**src/rtl/cfg_frame_pkg.sv**
```systemverilog
// rtl/cfg_frame_pkg.sv - shared constants, command struct and FSM states for the config frame loader
package cfg_frame_pkg;

    localparam logic [2:0] OP_WRITE = 3'b000;
    localparam logic [2:0] OP_READ  = 3'b001;
    localparam logic [2:0] OP_CLEAR = 3'b010;
    localparam logic [2:0] OP_LOCK  = 3'b011;

    localparam int PAR_BIT = 63;
    localparam int ADDR_HI = 57;
    localparam int ADDR_LO = 53;
    localparam int DHI_HI  = 52;
    localparam int DHI_LO  = 37;
    localparam int DLO_HI  = 27;
    localparam int DLO_LO  = 12;
    localparam int OP_HI   = 11;
    localparam int OP_LO   = 9;

    typedef enum logic [1:0] {
        ST_IDLE  = 2'd0,
        ST_CHECK = 2'd1,
        ST_EXEC  = 2'd2,
        ST_ACK   = 2'd3
    } state_t;

    // Decoded view of one frame; lock_sens marks commands refused while locked.
    typedef struct packed {
        logic [4:0]  addr;
        logic [31:0] data;
        logic [2:0]  op;
        logic        par_err;
        logic        op_err;
        logic        range_err;
        logic        lock_sens;
    } cmd_t;

    function automatic logic is_reg_access(input logic [2:0] op);
        return (op == OP_WRITE) || (op == OP_READ);
    endfunction

endpackage

```
**src/rtl/cfg_frame_decode.sv**
```systemverilog
// rtl/cfg_frame_decode.sv - combinational field extraction, parity and legality flags
module cfg_frame_decode
    import cfg_frame_pkg::*;
#(
    parameter int NREGS = 8
) (
    input  logic [63:0] frame,
    output cmd_t        cmd
);

    logic [4:0]  addr;
    logic [2:0]  op;
    logic        unused_sync;

    assign addr = frame[ADDR_HI:ADDR_LO];
    assign op   = frame[OP_HI:OP_LO];

    // Sync fields were already qualified by the shift buffer.
    assign unused_sync = ^{frame[62:58], frame[36:28], frame[8:0]};

    always_comb begin
        cmd           = '0;
        cmd.addr      = addr;
        cmd.data      = {frame[DHI_HI:DHI_LO], frame[DLO_HI:DLO_LO]};
        cmd.op        = op;
        cmd.par_err   = frame[PAR_BIT] ^ (^frame[ADDR_HI:DHI_LO]) ^ (^frame[DLO_HI:OP_LO]);
        cmd.op_err    = op[2];
        cmd.range_err = is_reg_access(op) && ({1'b0, addr} >= 6'(NREGS));
        cmd.lock_sens = (op == OP_WRITE) || (op == OP_CLEAR);
    end

endmodule

```
**src/rtl/cfg_frame_loader.sv**
```systemverilog
// rtl/cfg_frame_loader.sv - consumes shift-buffer frames and executes them on a config register bank
module cfg_frame_loader
    import cfg_frame_pkg::*;
#(
    parameter int NREGS = 8,
    parameter int ERR_W = 8
) (
    input  logic                  clk,
    input  logic                  rst,
    input  logic                  en,
    input  logic [63:0]           pkt_data,
    input  logic                  pkt_rec,
    output logic                  pkt_rst,
    output logic [NREGS*32-1:0]   cfg_regs,
    output logic                  cfg_wr,
    output logic [4:0]            cfg_addr,
    output logic [31:0]           rb_data,
    output logic                  rb_valid,
    output logic                  locked,
    output logic [ERR_W-1:0]      err_cnt
);

    state_t      state;
    state_t      state_d;
    logic        pkt_rst_d;

    logic [63:0] frame_q;
    cmd_t        dec;
    cmd_t        cmd_q;
    logic        err_q;

    logic [31:0] regs [NREGS];
    logic [31:0] rd_word;

    cfg_frame_decode #(
        .NREGS (NREGS)
    ) u_decode (
        .frame (frame_q),
        .cmd   (dec)
    );

    always_ff @(posedge clk or negedge rst) begin
        if (!rst) begin
            state   <= ST_IDLE;
            pkt_rst <= 1'b0;
        end else begin
            state   <= state_d;
            pkt_rst <= pkt_rst_d;
        end
    end

    // pkt_rst is registered, so it follows the ACK handshake one edge late.
    always_comb begin
        state_d   = state;
        pkt_rst_d = 1'b0;
        case (state)
            ST_IDLE: begin
                if (en && pkt_rec) begin
                    state_d = ST_CHECK;
                end
            end
            ST_CHECK: state_d = ST_EXEC;
            ST_EXEC:  state_d = ST_ACK;
            ST_ACK: begin
                if (pkt_rec) begin
                    pkt_rst_d = 1'b1;
                end else begin
                    state_d = ST_IDLE;
                end
            end
            default: state_d = ST_IDLE;
        endcase
    end

    always_comb begin
        rd_word = '0;
        for (int k = 0; k < NREGS; k++) begin
            if (cmd_q.addr == 5'(k)) begin
                rd_word = regs[k];
            end
        end
    end

    always_ff @(posedge clk or negedge rst) begin
        if (!rst) begin
            frame_q  <= '0;
            cmd_q    <= '0;
            err_q    <= 1'b0;
            cfg_wr   <= 1'b0;
            rb_valid <= 1'b0;
            cfg_addr <= '0;
            rb_data  <= '0;
            locked   <= 1'b0;
            err_cnt  <= '0;
            for (int k = 0; k < NREGS; k++) begin
                regs[k] <= '0;
            end
        end else begin
            cfg_wr   <= 1'b0;
            rb_valid <= 1'b0;
            case (state)
                ST_IDLE: begin
                    if (en && pkt_rec) begin
                        frame_q <= pkt_data;
                    end
                end
                ST_CHECK: begin
                    cmd_q <= dec;
                    // Lock is sampled here; a LOCK frame always finishes before the next CHECK.
                    err_q <= dec.par_err || dec.op_err || dec.range_err
                             || (dec.lock_sens && locked);
                end
                ST_EXEC: begin
                    if (err_q) begin
                        if (err_cnt != {ERR_W{1'b1}}) begin
                            err_cnt <= err_cnt + ERR_W'(1);
                        end
                    end else begin
                        case (cmd_q.op)
                            OP_WRITE: begin
                                for (int k = 0; k < NREGS; k++) begin
                                    if (cmd_q.addr == 5'(k)) begin
                                        regs[k] <= cmd_q.data;
                                    end
                                end
                                cfg_wr   <= 1'b1;
                                cfg_addr <= cmd_q.addr;
                            end
                            OP_READ: begin
                                rb_data  <= rd_word;
                                rb_valid <= 1'b1;
                                cfg_addr <= cmd_q.addr;
                            end
                            OP_CLEAR: begin
                                for (int k = 0; k < NREGS; k++) begin
                                    regs[k] <= '0;
                                end
                                cfg_wr   <= 1'b1;
                                cfg_addr <= '0;
                            end
                            OP_LOCK: locked <= 1'b1;
                            default: ;
                        endcase
                    end
                end
                default: ;
            endcase
        end
    end

    for (genvar g = 0; g < NREGS; g++) begin : g_flat
        assign cfg_regs[32*g +: 32] = regs[g];
    end

endmodule

```
**config.mk**
```make
export PLATFORM = sky130hd
export DESIGN_NAME = cfg_frame_loader
export DESIGN_NICKNAME = d
export VERILOG_FILES = /design/src/rtl/cfg_frame_pkg.sv /design/src/rtl/cfg_frame_decode.sv /design/src/rtl/cfg_frame_loader.sv
export SDC_FILE = /design/constraint.sdc
export NUM_CORES = 1
export LEC_CHECK = 0
export ABC_AREA = 1
export BUFFER_PORTS_ARGS = -buffer_cell sky130_fd_sc_hd__buf_2
export CAP_MARGIN = 0
export CORE_UTILIZATION = 40
export CTS_BUF_LIST = sky130_fd_sc_hd__clkbuf_8 sky130_fd_sc_hd__clkbuf_16
export DETAILED_ROUTE_END_ITERATION = 7
export RECOVER_POWER = 25
export SLEW_MARGIN = 10
export SYNTH_ARGS = -nofsm -noshare
export SYNTH_HDL_FRONTEND = slang
export SYNTH_SLANG_ARGS = --single-unit
```
**constraint.sdc**
```tcl
create_clock -name clk -period 2.7 [get_ports clk]
set_clock_uncertainty 0.1 [all_clocks]
set_input_delay 0.675 -clock clk [delete_from_list [all_inputs] [get_ports clk]]
set_output_delay 0.675 -clock clk [all_outputs]
set_load 0.005 [all_outputs]
```
==> qor.yml, run 1 <==
reg2reg_depth: 8
clock_path_buffers: 3
hp-class: "primary input to flop"
timing.fmax_ghz: 0.410
drtPass1Iterations: 7
ys_seq_area_frac: 0.554
ys_top_cells_by_count: "nand2_1 (511), dfrtp_1 (389), inv_1 (296), o21ai_0 (241), nor2_1 (161)"
diodes: 0
wl_met3_mm: 3.93
syn_nets: 2132
start_util: 0.407
syn-instance-count: 2054
drv_cap: 0
cp-end-kind: "flop"
grt_pass1_wl_mm: 85.5
tns_ns: 0
fin_nets: 2508
top_layer: "met4"
setup_violations: 0
max_stage_delay_ns: 0.40
wl_met2_mm: 24.9
worstHoldStart: "pkt_data[45]"
die_x_um: 212
yosysMostFrequentCell: "nand2_1"
wl_per_cell_um: 18.4
nFillCells: 4177
muxShareOfSynthArea: 0.0366
synth-compound-area-share: 0.135
rrSetupSlack_ns: 0.26
worstHoldEndpoint: "frame_q[45]"
ys.flop_type: "dfrtp_1"
timing.rr.start: "state[0]"
clk_latency_ns: 0.57
hold_viol_final: 0
path_cells: "inv_1 -> ha_1 -> nand2_1 -> nor2_1 -> inv_2 -> a21oi_4 -> buf_4 -> mux2_2"
grt_pass1_vias: 14447
vias_per_cell: 4.97
avgSynthCellArea_um2: 8.55
slew_viol_final: 0
cts_buffers: 43
fin_ws_ns: 0.260
period_share: 0.904
synth_edf_count: 0
synth_top_family_by_area: "simple AND/OR/NAND/NOR gates"
rsz0062_at_grt: "false"
p_per_area_nw_per_um2: 1170
grt_max_degree: 98
overflow: 0
antenna_found_initial: 0
clkSinkCount: 389
ys_async_sr_fraction: 1.00
root_buffer: "clkbuf_16"
slew_headroom: 0.0588
post_cts_buffers: 0
drcViolationCount: 0
ir_drop_uv: 592
std_cell_rows: 76
synth_top_area_frac: 0.554
tightest_slew_ns: 1.41
drtIter0Drc: 1481
status: "finished, final reports clean"
die_h_um: 212
synth_largest_area_cell: "dfrtp_1"
fin_crit_ns: 2.44
synthTopCellsByArea: "dfrtp_1 (55%), nand2_1 (11%), o21ai_0 (6.9%)"
yosysUniqueCellTypes: 35
cp.arrival_ns: 2.78
htree_levels: 2
hold_depth: 2
syn_area_um2: 17600
critPathSlowestCell: "dfrtp_1"
vias: 15139
area_growth_pct: 24.1
clk_pin_slew_worst_paths_ns: 0.06
placed_area_um2: 20400
r2r_end: "cfg_regs[170]"
crit_required_ns: 3.04
post_cts_resized: 0
leakagePower_nw: 11.2
core_area_um2: 43200
ant_nets: 0
wl_met1_mm: 25.6
place_ws_ns: 0.303
synth_xor_area_frac: 0.00848
synth_adder_area_share: 0.00713
design_area_um2: 21800
power_w: 0.0254
crit_fanout: 23
grt_use_total: 0.252
cts_tree: "done"
layout-drive-gt1-share: 0.235
synth_seq_cells: 389
place_hpwl_mm: 40.9
wl_mm: 56.2
io-pin-count: 373
synth_warnings: 0
synth-simple-area-share: 0.166
port_buffers: 349
gp_congestion: 0.919
crit_type: "flop to flop"
cp-start-kind: "flop"
dieArea_um2: 44700
worst max-delay path: cells and delay by family, from the launching register on:
kind                       cells  cell delay [ns]
AOI/OAI and AO/OA              1             0.18
adders and majority gates      1             0.23
buffers and inverters          3             0.66
DFF                            1             0.40
muxes                          1             0.38
and+or+nand+nor                2             0.35
repair_timing:
action	in CTS	in global routing
setup endpoints to repair	0	0
hold buffers	1	0
endpoints found under the hold margin	26	0
through the flow:
step | utilization | std cells | hold slack [ns]
4_1_cts | 0.506 | 3049 | 0.219
2_1_floorplan | - | 2054 | 0.279
5_1_grt | 0.505 | 3049 | 0.229
3_3_place_gp | 0.473 | 2969 | 0.359
3_5_place_dp | 0.473 | 2969 | 0.359
6_report | 0.505 | 3049 | 0.245
final cells by class:
class | count | area (um2) | area share
Clock inverter | 22 | 138 | 0.00632
Multi-Input combinational cell | 1264 | 6270 | 0.288
Timing Repair Buffer | 425 | 2480 | 0.114
Sequential cell | 389 | 9730 | 0.447
Inverter | 307 | 1150 | 0.0530
Tap cell | 585 | 732 | 0.0336
Clock buffer | 57 | 1280 | 0.0587
cells by family after synthesis:
| kind of cell | Yosys count |
|---|---|
| AOI/OAI and AO/OA | 438 |
| xor gates and xnor gates | 17 |
| adders and majority gates | 10 |
| buffers and inverters | 401 |
| DFF | 389 |
| muxes | 57 |
| and+or+nand+nor | 742 |
state kept, by name, summed over array words and instances, names as in the netlist:
| register | cells |
|---|---|
| err_q | 1 |
| cfg_regs | 256 |
| rb_valid | 1 |
| locked | 1 |
| pkt_rst | 1 |
| rb_data | 32 |
| err_cnt | 8 |
| cfg_wr | 1 |
| cmd_q | 40 |
| cfg_addr | 5 |
| frame_q | 41 |
| state | 2 |
worst max path at each step:
stage	slack, ns	depth (start not counted)	end	start
detailed placement	0.30	8	cfg_regs[170]	state[0]
floorplan	0.74	8	cfg_regs[226]	state[0]
finish	0.26	8	cfg_regs[170]	state[0]
global placement	0.32	8	cfg_regs[170]	state[0]
CTS	0.27	8	cfg_regs[170]	state[0]
global route	0.07	4	rb_data[27]	rst
power breakdown:
part | switching, W | internal, W
clock network | 0.00245 | 0.00341
registers | 0.00171 | 0.00819
logic | 0.00602 | 0.00364
total | 0.0102 | 0.0152
layer usage:
metal  up-vias  global-route usage
li1       7263                   -
met1      7205               0.363
met2       571               0.380
met3       100              0.0427
met4         0              0.0917
met5         -                   0
cell usage in the layout, fill, tap and decap left out, types with 13 or more instances in the layout:
| master | Yosys | routed |
|---|---|---|
| buf_4 | 10 | 57 |
| buf_2 | 31 | 348 |
| clkbuf_16 | 0 | 44 |
| a21oi_1 | 94 | 94 |
| buf_12 | 0 | 13 |
| o21ai_1 | 44 | 44 |
| dfrtp_1 | 389 | 389 |
| clkbuf_8 | 0 | 13 |
| nand2_1 | 511 | 511 |
| o21ai_0 | 241 | 241 |
| nor2_1 | 161 | 160 |
| o2111ai_1 | 15 | 15 |
| nand3_1 | 35 | 32 |
| o22ai_1 | 25 | 25 |
| nor3_1 | 16 | 16 |
| inv_1 | 296 | 307 |
| mux2_2 | 57 | 57 |
(Power assumes the default switching activity.)
==> run 2, diff against run 1 <==
==> constraint.sdc (replaced) <==
create_clock -name clk -period 2.65 [get_ports clk]
set_clock_uncertainty 0.1 [all_clocks]
set_input_delay 0.265 -clock clk [delete_from_list [all_inputs] [get_ports clk]]
set_output_delay 0.265 -clock clk [all_outputs]
set_load 0.005 [all_outputs]
==> qor.yml, run 2 (synthesis results as in run 1) <==
final_common_cell: "nand2_1"
drtPass1Iterations: 6
period_share: 0.926
clockPowerShare: 0.230
drcViolationCount: 0
setup_violations: 0
wl_per_cell_um: 18.2
switching_share: 0.400
combPwrFrac: 0.381
place_ws_ns: 0.185
area_growth_pct: 26.2
ir_drop_uv: 521
worstHoldStart: "en"
ant_nets: 0
gp_congestion: 0.896
hp-class: "primary input to flop"
root_buffer: "clkbuf_16"
p_sw_w: 0.0104
rsz0062_at_grt: "false"
slew_headroom: 0.00975
overflow: 0
drv_cap: 0
timing.fmax_ghz: 0.407
grt_pass1_vias: 14629
critPathSlowestCell: "a21oi_4"
hold_slack_ns: 0.0440
seq_power_share: 0.389
reg2reg_depth: 9
final_cell_mix: "nand2_1 (511), dfrtp_1 (389), buf_2 (348)"
path_cells: "inv_1 -> ha_1 -> nand2_1 -> nor2_1 -> inv_2 -> a21oi_4 -> buf_4 -> nand2_1 -> o21ai_0"
place_hpwl_mm: 40.5
crit_required_ns: 3.04
cp_common_cell: "nand2_1"
core_area_um2: 43200
fin_nets: 2546
port_buffers: 349
clk_latency_ns: 0.58
max_stage_delay_ns: 0.42
clkSinkCount: 389
grt_use_total: 0.252
design_area_um2: 22200
hold_depth: 5
clk_pin_slew_worst_paths_ns: 0.06
cp-end-kind: "flop"
vias: 15309
r2r_end: "cfg_regs[128]"
largest_reg_flops: 256
slew_viol_final: 0
cp-start-kind: "flop"
wl_mm: 56.2
p_per_area_nw_per_um2: 1170
rrSetupSlack_ns: 0.20
die_h_um: 212
dieArea_um2: 44700
fin_crit_ns: 2.45
tightest_slew_ns: 1.49
cp.arrival_ns: 2.84
die_x_um: 212
power_w: 0.0260
hold_viol_final: 0
status: "finished, final reports clean"
intPower_w: 0.0156
nFillCells: 4172
drtIter0Drc: 1453
clock_path_buffers: 3
placed_area_um2: 20300
io-pin-count: 373
tns_ns: 0
crit_fanout: 16
cts_buffers: 43
timing.rr.start: "state[0]"
htree_levels: 2
worstHoldEndpoint: "state[0]"
cts_tree: "done"
start_util: 0.407
antenna_found_initial: 0
crit_type: "flop to flop"
layout-drive-gt1-share: 0.230
vias_per_cell: 4.96
std_cell_rows: 76
grt_pass1_wl_mm: 85.6
leakagePower_nw: 11.4
grt_max_degree: 78
fin_ws_ns: 0.195
==> run 2: stage by stage <==
| stage | util | instances |
|---|---|---|
| after CTS | 0.514 | 3086 |
| final | 0.513 | 3087 |
| after detailed placement | 0.471 | 2965 |
| after floorplan | - | 2054 |
| after global routing | 0.513 | 3086 |
| after global placement | 0.471 | 2965 |
==> run 2: worst max-delay path by stage <==
stage	cells past startpoint	slack, ns	to	from
after floorplan	8	0.69	cfg_regs[226]	state[0]
after global placement	9	0.20	cfg_regs[113]	state[0]
after CTS	9	0.17	cfg_regs[117]	state[0]
after global routing	9	0.01	cfg_regs[107]	state[0]
final	9	0.20	cfg_regs[128]	state[0]
after detailed placement	8	0.19	cfg_regs[117]	state[0]
==> run 2: cell type report <==
cell class | count | area [um2] | area share
Sequential cell | 389 | 9730 | 0.439
Multi-Input combinational cell | 1264 | 6280 | 0.283
Timing Repair Buffer | 463 | 2840 | 0.128
Clock buffer | 52 | 1210 | 0.0547
Inverter | 307 | 1150 | 0.0521
Tap cell | 585 | 732 | 0.0330
Clock inverter | 26 | 206 | 0.00932
Antenna cell | 1 | 2.50 | 0.000113
==> run 2: power by group through the flow <==
stage	clock, W	sequential [W]	combinational [W]
after floorplan	0	0.00990	0.00511
after global placement	0	0.0101	0.00963
after detailed placement	0	0.0102	0.00985
after CTS	0.00612	0.0101	0.00994
after global routing	0.00633	0.0104	0.0111
final	0.00598	0.0101	0.00992
==> run 2: what timing repair did <==
action                     CTS  global route
setup endpoints to repair    0            14
buffers inserted             0             0
resized for setup            0             1
hold buffers                43             0
hold endpoints to repair   240             0
==> run 2: worst max-delay path: cells and delay by family, from the launching register on <==
family | cells | cell delay, ns
AND/OR/NAND/NOR | 3 | 0.48
AO/OA/AOI/OAI | 2 | 0.50
buffers and inverters | 3 | 0.67
adder cells (fa/ha/maj) | 1 | 0.23
flip-flops | 1 | 0.40
==> run 2: layer usage <==
| layer | vias up | share of wire | GRT usage |
|---|---|---|---|
| met4 | 0 | 0.033 | 0.0950 |
| met2 | 568 | 0.45 | 0.386 |
| met3 | 93 | 0.070 | 0.0418 |
| met5 | - | 0 | 0 |
| met1 | 7299 | 0.45 | 0.358 |
| li1 | 7349 | - | - |
